## config.mk

```make
export PLATFORM = sky130hd
export DESIGN_NAME = apb_master_flat
export DESIGN_NICKNAME = d
export VERILOG_FILES = /design/src/rtl/apb_master_if.sv /design/src/rtl/apb_master.sv /design/src/flat_wrapper.sv
export SDC_FILE = /design/constraint.sdc
export NUM_CORES = 1
export LEC_CHECK = 0
export CORE_AREA = 2 2 100 112
export CTS_BUF_LIST = sky130_fd_sc_hd__clkbuf_8
export DETAILED_ROUTE_END_ITERATION = 7
export DIE_AREA = 0 0 102 114
export PLACE_DENSITY = 0.75
export SYNTH_ARGS = -nofsm -noshare
export SYNTH_HDL_FRONTEND = slang
export SYNTH_SLANG_ARGS = --single-unit
```

## constraint.sdc

```tcl
create_clock -name pclk -period 2.9 [get_ports pclk]
set_clock_uncertainty 0.15 [all_clocks]
set_input_delay 0.29 -clock pclk [delete_from_list [all_inputs] [get_ports pclk]]
set_output_delay 0.29 -clock pclk [all_outputs]
set_load 0.005 [all_outputs]
```

## src/rtl/apb_master_if.sv

```systemverilog
// Command/response and APB bus bundle for apb_master.
interface apb_master_if #(
    parameter int ADDR_W = 13
);
    logic              cmd_valid;
    logic              cmd_ready;
    logic              cmd_write;
    logic [ADDR_W-1:0] cmd_addr;
    logic [31:0]       cmd_wdata;
    logic [3:0]        cmd_strb;

    logic              rsp_valid;
    logic              rsp_ready;
    logic [31:0]       rsp_rdata;
    logic              rsp_err;
    logic              rsp_timeout;

    logic              psel;
    logic              penable;
    logic              pwrite;
    logic [ADDR_W-1:0] paddr;
    logic [31:0]       pwdata;
    logic [3:0]        pstrb;
    logic              pready;
    logic [31:0]       prdata;
    logic              pslverr;

    modport master (
        input  cmd_valid, cmd_write, cmd_addr, cmd_wdata, cmd_strb,
        output cmd_ready,
        output rsp_valid, rsp_rdata, rsp_err, rsp_timeout,
        input  rsp_ready,
        output psel, penable, pwrite, paddr, pwdata, pstrb,
        input  pready, prdata, pslverr
    );

    modport slave (
        output cmd_valid, cmd_write, cmd_addr, cmd_wdata, cmd_strb,
        input  cmd_ready,
        input  rsp_valid, rsp_rdata, rsp_err, rsp_timeout,
        output rsp_ready,
        input  psel, penable, pwrite, paddr, pwdata, pstrb,
        output pready, prdata, pslverr
    );
endinterface

```

## src/rtl/apb_master.sv

```systemverilog
// Single-outstanding APB master: command in, one APB transfer, response out.
module apb_master #(
    parameter int ADDR_W  = 13,
    parameter int TIMEOUT = 16
) (
    input  logic          pclk,
    input  logic          presetn,
    apb_master_if.master  bus
);
    typedef enum logic [1:0] {IDLE, SETUP, ACCESS, RESP} state_t;

    localparam logic [7:0] LAST = 8'(TIMEOUT - 1);

    state_t            state_q, state_d;
    logic [7:0]        cnt_q, cnt_d;
    logic              psel_q, psel_d;
    logic              pen_q, pen_d;
    logic              pwrite_q, pwrite_d;
    logic [ADDR_W-1:0] paddr_q, paddr_d;
    logic [31:0]       pwdata_q, pwdata_d;
    logic [3:0]        pstrb_q, pstrb_d;
    logic              rvalid_q, rvalid_d;
    logic [31:0]       rdata_q, rdata_d;
    logic              rerr_q, rerr_d;
    logic              rto_q, rto_d;
    logic              cmd_ready;

    assign cmd_ready = presetn && (state_q == IDLE);

    always_comb begin
        state_d  = state_q;
        cnt_d    = cnt_q;
        psel_d   = psel_q;
        pen_d    = pen_q;
        pwrite_d = pwrite_q;
        paddr_d  = paddr_q;
        pwdata_d = pwdata_q;
        pstrb_d  = pstrb_q;
        rvalid_d = rvalid_q;
        rdata_d  = rdata_q;
        rerr_d   = rerr_q;
        rto_d    = rto_q;
        unique case (state_q)
            IDLE: begin
                if (bus.cmd_valid && cmd_ready) begin
                    state_d  = SETUP;
                    cnt_d    = '0;
                    psel_d   = 1'b1;
                    pen_d    = 1'b0;
                    pwrite_d = bus.cmd_write;
                    paddr_d  = bus.cmd_addr;
                    pwdata_d = bus.cmd_write ? bus.cmd_wdata : 32'h0;
                    pstrb_d  = bus.cmd_write ? bus.cmd_strb : 4'h0;
                end
            end
            SETUP: begin
                state_d = ACCESS;
                pen_d   = 1'b1;
            end
            ACCESS: begin
                // A completing pready always wins over the timeout
                if (bus.pready) begin
                    state_d  = RESP;
                    psel_d   = 1'b0;
                    pen_d    = 1'b0;
                    rvalid_d = 1'b1;
                    rerr_d   = bus.pslverr;
                    rto_d    = 1'b0;
                    rdata_d  = pwrite_q ? 32'h0 : bus.prdata;
                end else if (cnt_q == LAST) begin
                    state_d  = RESP;
                    psel_d   = 1'b0;
                    pen_d    = 1'b0;
                    rvalid_d = 1'b1;
                    rerr_d   = 1'b1;
                    rto_d    = 1'b1;
                    rdata_d  = 32'h0;
                end else begin
                    cnt_d = cnt_q + 8'd1;
                end
            end
            RESP: begin
                if (bus.rsp_ready) begin
                    state_d  = IDLE;
                    rvalid_d = 1'b0;
                end
            end
            default: state_d = IDLE;
        endcase
    end

    always_ff @(posedge pclk or negedge presetn) begin
        if (!presetn) begin
            state_q  <= IDLE;
            cnt_q    <= '0;
            psel_q   <= 1'b0;
            pen_q    <= 1'b0;
            pwrite_q <= 1'b0;
            paddr_q  <= '0;
            pwdata_q <= '0;
            pstrb_q  <= '0;
            rvalid_q <= 1'b0;
            rdata_q  <= '0;
            rerr_q   <= 1'b0;
            rto_q    <= 1'b0;
        end else begin
            state_q  <= state_d;
            cnt_q    <= cnt_d;
            psel_q   <= psel_d;
            pen_q    <= pen_d;
            pwrite_q <= pwrite_d;
            paddr_q  <= paddr_d;
            pwdata_q <= pwdata_d;
            pstrb_q  <= pstrb_d;
            rvalid_q <= rvalid_d;
            rdata_q  <= rdata_d;
            rerr_q   <= rerr_d;
            rto_q    <= rto_d;
        end
    end

    assign bus.cmd_ready   = cmd_ready;
    assign bus.psel        = psel_q;
    assign bus.penable     = pen_q;
    assign bus.pwrite      = pwrite_q;
    assign bus.paddr       = paddr_q;
    assign bus.pwdata      = pwdata_q;
    assign bus.pstrb       = pstrb_q;
    assign bus.rsp_valid   = rvalid_q;
    assign bus.rsp_rdata   = rdata_q;
    assign bus.rsp_err     = rerr_q;
    assign bus.rsp_timeout = rto_q;
endmodule

```

## src/flat_wrapper.sv

```systemverilog
// flat-port wrapper written by rule: the top's interface ports become plain ports
module apb_master_flat 
#(
    parameter int ADDR_W  = 13,
    parameter int TIMEOUT = 16
)
  (pclk, presetn, bus_cmd_valid, bus_cmd_write, bus_cmd_addr, bus_cmd_wdata, bus_cmd_strb, bus_cmd_ready, bus_rsp_valid, bus_rsp_rdata, bus_rsp_err, bus_rsp_timeout, bus_rsp_ready, bus_psel, bus_penable, bus_pwrite, bus_paddr, bus_pwdata, bus_pstrb, bus_pready, bus_prdata, bus_pslverr);
  apb_master_if #(.ADDR_W(ADDR_W)) bus_i ();
  input  logic pclk;
  input  logic presetn;
  input wire logic [$bits(bus_i.cmd_valid)-1:0] bus_cmd_valid;
  input wire logic [$bits(bus_i.cmd_write)-1:0] bus_cmd_write;
  input wire logic [$bits(bus_i.cmd_addr)-1:0] bus_cmd_addr;
  input wire logic [$bits(bus_i.cmd_wdata)-1:0] bus_cmd_wdata;
  input wire logic [$bits(bus_i.cmd_strb)-1:0] bus_cmd_strb;
  output wire logic [$bits(bus_i.cmd_ready)-1:0] bus_cmd_ready;
  output wire logic [$bits(bus_i.rsp_valid)-1:0] bus_rsp_valid;
  output wire logic [$bits(bus_i.rsp_rdata)-1:0] bus_rsp_rdata;
  output wire logic [$bits(bus_i.rsp_err)-1:0] bus_rsp_err;
  output wire logic [$bits(bus_i.rsp_timeout)-1:0] bus_rsp_timeout;
  input wire logic [$bits(bus_i.rsp_ready)-1:0] bus_rsp_ready;
  output wire logic [$bits(bus_i.psel)-1:0] bus_psel;
  output wire logic [$bits(bus_i.penable)-1:0] bus_penable;
  output wire logic [$bits(bus_i.pwrite)-1:0] bus_pwrite;
  output wire logic [$bits(bus_i.paddr)-1:0] bus_paddr;
  output wire logic [$bits(bus_i.pwdata)-1:0] bus_pwdata;
  output wire logic [$bits(bus_i.pstrb)-1:0] bus_pstrb;
  input wire logic [$bits(bus_i.pready)-1:0] bus_pready;
  input wire logic [$bits(bus_i.prdata)-1:0] bus_prdata;
  input wire logic [$bits(bus_i.pslverr)-1:0] bus_pslverr;
  assign bus_i.cmd_valid = bus_cmd_valid;
  assign bus_i.cmd_write = bus_cmd_write;
  assign bus_i.cmd_addr = bus_cmd_addr;
  assign bus_i.cmd_wdata = bus_cmd_wdata;
  assign bus_i.cmd_strb = bus_cmd_strb;
  assign bus_cmd_ready = bus_i.cmd_ready;
  assign bus_rsp_valid = bus_i.rsp_valid;
  assign bus_rsp_rdata = bus_i.rsp_rdata;
  assign bus_rsp_err = bus_i.rsp_err;
  assign bus_rsp_timeout = bus_i.rsp_timeout;
  assign bus_i.rsp_ready = bus_rsp_ready;
  assign bus_psel = bus_i.psel;
  assign bus_penable = bus_i.penable;
  assign bus_pwrite = bus_i.pwrite;
  assign bus_paddr = bus_i.paddr;
  assign bus_pwdata = bus_i.pwdata;
  assign bus_pstrb = bus_i.pstrb;
  assign bus_i.pready = bus_pready;
  assign bus_i.prdata = bus_prdata;
  assign bus_i.pslverr = bus_pslverr;
  apb_master #(.ADDR_W(ADDR_W), .TIMEOUT(TIMEOUT)) u_core (.pclk(pclk), .presetn(presetn), .bus(bus_i));
endmodule
```

==> run_results.csv <==
group,metric,value,unit
sta,slew_viol_final,0,
sta,hold_viol,0,
power_and_ir_drop,p_comb_frac,0.425,
sta,finalSetupViolations,0,
run,cap_violations,0,
layout,area_growth_syn_to_layout,51.38,%
sta,relSlewSlack,0.5722,
layout,nNetsFinal,676,
route,vias_per_cell,4.730,
synth,yosysWarnings,0,
worst_setup_path,crit_chain,"inv_1, ha_1, inv_1, o31ai_4, buf_12, nand3_1, o21ai_0",
global_routing,track_usage,0.1737,
clock_network,insertion_delay,350,ps
power_and_ir_drop,power_frac_seq,0.413,
sta,worst_pin_slew,641.7,ps
worst_setup_path,crit_fanout,66,
worst_setup_path,reg2reg_depth,7,
die,dieArea,11630,µm²
route,drtPass1Iterations,5,
sta,rsz0062_at_grt,"no",
synth,ys.flop_type,"dfrtp_1",
synth,netlist_instances,414,
route,finalWirelength,9.899,mm
route,drc,0,
clock_network,cts_tree,"yes",
power_and_ir_drop,switchingPower,1.738,mW
route,wl_per_cell,13.49,µm
synth,syn_area,4094,µm²
global_routing,grt_pass1_wl,16.27,mm
layout,post-route-util,0.5841,
die,core_area,10610,µm²
synth,synthArstFlopShare,1.000,
synth,synth_top_area_share,0.5929,
power_and_ir_drop,leakagePower,2.632,nW
clock_network,clkSinkCount,97,
synth,synth_area_leader_cell,"dfrtp_1",
global_routing,grt_overflow,0,
power_and_ir_drop,ir_drop,0.4305,mV
synth,netlist_top_cells_area,"dfrtp_1, o21ai_0, nand2_1, nand3_1, mux2_2",
die,die_h,114,µm
synth,syn_nets,508,
global_routing,grt_max_degree,67,
power_and_ir_drop,power.total,5.541,mW
layout,fillers,943,
power_and_ir_drop,power.internal,3.803,mW
placed_design,place_congestion,0.8262,
synth,ys_ff_latch,97,
worst_setup_path,arrival,2620,ps
worst_setup_path,cpMostUsedCell,"inv_1",
clock_network,path_clk_slew,90,ps
worst_setup_path,cp.depth,7,
global_routing,grt_pass1_vias,3478,
die,placement_rows,40,
sta,fin_setup_tns,0,ps
synth,syn_avg_cell_area,9.889,µm²
placed_design,port_buffers,175,
clock_network,cts_setup_buffers,0,
global_routing,antenna_found_initial,0,
worst_setup_path,worstSetupEndpointType,"flop",
placed_design,place_inst,717,
synth,ys_types,31,
route,drtIter0Drc,110,
worst_setup_path,cpLargestDelayFamily,"buffers and inverters",
sta,clock.fmax,399.7,MHz
sta,finalCriticalPeriod,2502,ps
hold_path,worstHoldPathType,"input pin to async pin",
route,drtAntennaViolNets,0,
clock_network,numCtsBuffers,9,
worst_setup_path,cp_slowest_cell,"o31ai_4",
worst_setup_path,critPathBufInv,3,
clock_network,cts.htree.levels,3,
layout,final_cells,734,
layout,final_area,6197,µm²
layout,drive_above_1_share,0.07836,
layout,diodes,0,
status,status,"completed",
synth,yosysMostFrequentCell,"dfrtp_1",
power_and_ir_drop,swShare,0.3137,
placed_design,dp_hpwl,7.228,mm
worst_setup_path,crit_type,"flop to flop",
die,die_w,102,µm
synth,synth_common_cells,"dfrtp_1, nand2_1, o21ai_0",
power_and_ir_drop,cellPowerDensity,894.1,nW/µm²
synth,synth-edff-count,0,
die,initial_utilization,0.3858,
clock_network,root_buffer,"clkbuf_8",
sta,finalCritPeriodShare,0.8628,
worst_setup_path,cp-start-kind,"flop",
synth,ys_seq_area_frac,0.5929,
route,num_vias,3472,
clock_network,cts_buffer_depth,2,
die,ios,176,
power_and_ir_drop,clockPowerShare,0.162,
worst_setup_path,max_stage_delay,540,ps
worst_setup_path,cp.required,3020,ps
placed_design,placed_area,5981,µm²
-- worst register-to-register path: stages (launching register included) --
cell and delay, ps:
dfrtp_1 420, inv_1 120, ha_1 430, inv_1 220, o31ai_4 540, buf_12 310, nand3_1 140, o21ai_0 90
-- kinds of logic (layout without fill, tap and decap cells) --
kind of cell	Yosys count	after routing	synth area share
adders and majority gates	6	6	0.01834
muxes	16	16	0.04401
buffers and inverters	62	235	0.06510
AOI/OAI and AO/OA	99	99	0.1363
and+or+nand+nor	134	134	0.1433
DFF	97	97	0.5929
-- flip-flops by register name, summed over array words and instances (netlist names) --
| name | cells |
|---|---|
| u_core.bus.pwdata | 32 |
| u_core.bus.rsp_rdata | 32 |
| u_core.bus.paddr | 13 |
| u_core.cnt_q | 8 |
| u_core.bus.pstrb | 4 |
| u_core.state_q | 2 |
| u_core.bus.penable | 1 |
| u_core.bus.psel | 1 |
| u_core.bus.pwrite | 1 |
| u_core.bus.rsp_err | 1 |
| u_core.bus.rsp_timeout | 1 |
| u_core.bus.rsp_valid | 1 |
-- metrics by stage --
step / setup slack, ps / hold WS, ps
2_1_floorplan: 974.2 / -155.6
3_3_place_gp: 591.0 / 13.46
3_5_place_dp: 436.1 / 15.97
4_1_cts: 416.0 / 173.3
5_1_grt: 171.2 / 198.4
6_report: 397.9 / 182.5
-- timing repair --
action,in CTS,in global routing
hold endpoints to repair,13,0
hold buffers,1,0
gates resized for setup,0,0
-- layout make-up --
cell class,instances,area (µm²),share of cell area
multi-input cells,255,1408,0.2271
well taps,147,183.9,0.02968
clock buffers,11,151.4,0.02443
repair buffers,183,1837,0.2964
inverters,36,135.1,0.02181
clock inverters,5,55.05,0.008884
flip-flops and latches,97,2427,0.3917
-- power groups by stage --
stage / combinational (mW) / clock, mW / sequential, mW
finish: 2.36 / 0.898 / 2.29
detailed placement: 2.38 / 0 / 2.31
global placement: 2.31 / 0 / 2.28
global route: 2.61 / 0.992 / 2.37
CTS: 2.39 / 0.920 / 2.29
floorplan: 0.891 / 0 / 2.31
-- placed cells by master, fill, tap and decap left out, drive strengths merged, types with 3 or more instances in the layout --
cell type	count
o211ai	4
nand2	81
mux2	16
o21ai	80
ha	6
or3	3
dfrtp	97
buf	8
a21oi	4
clkbuf	11
nor2	3
nand3	38
inv	37
clkdlybuf4s50	174
-- per-layer routing --
metal	routed length (µm)	global-route usage	up-vias
met4	207	0.06667	0
met2	4565	0.2702	140
met5	0	0	-
met3	912	0.05086	17
met1	4213	0.2291	1609
li1	-	-	1706
-- final timing paths --
check	end	from	slack, ps
max in group asynchronous	u_core.bus.paddr[2]	presetn	1520
worst max-delay path	u_core.bus.rsp_rdata[29]	u_core.state_q[0]	400
worst min register to register	u_core.bus.pwdata[8]	u_core.bus.pwdata[8]	330
worst max register to register	u_core.bus.rsp_rdata[29]	u_core.state_q[0]	400
min in group pclk	u_core.bus.pwdata[8]	bus_cmd_wdata[8]	330
worst min-delay path	u_core.bus.paddr[8]	presetn	180
Power figures use the tool's default switching activity.
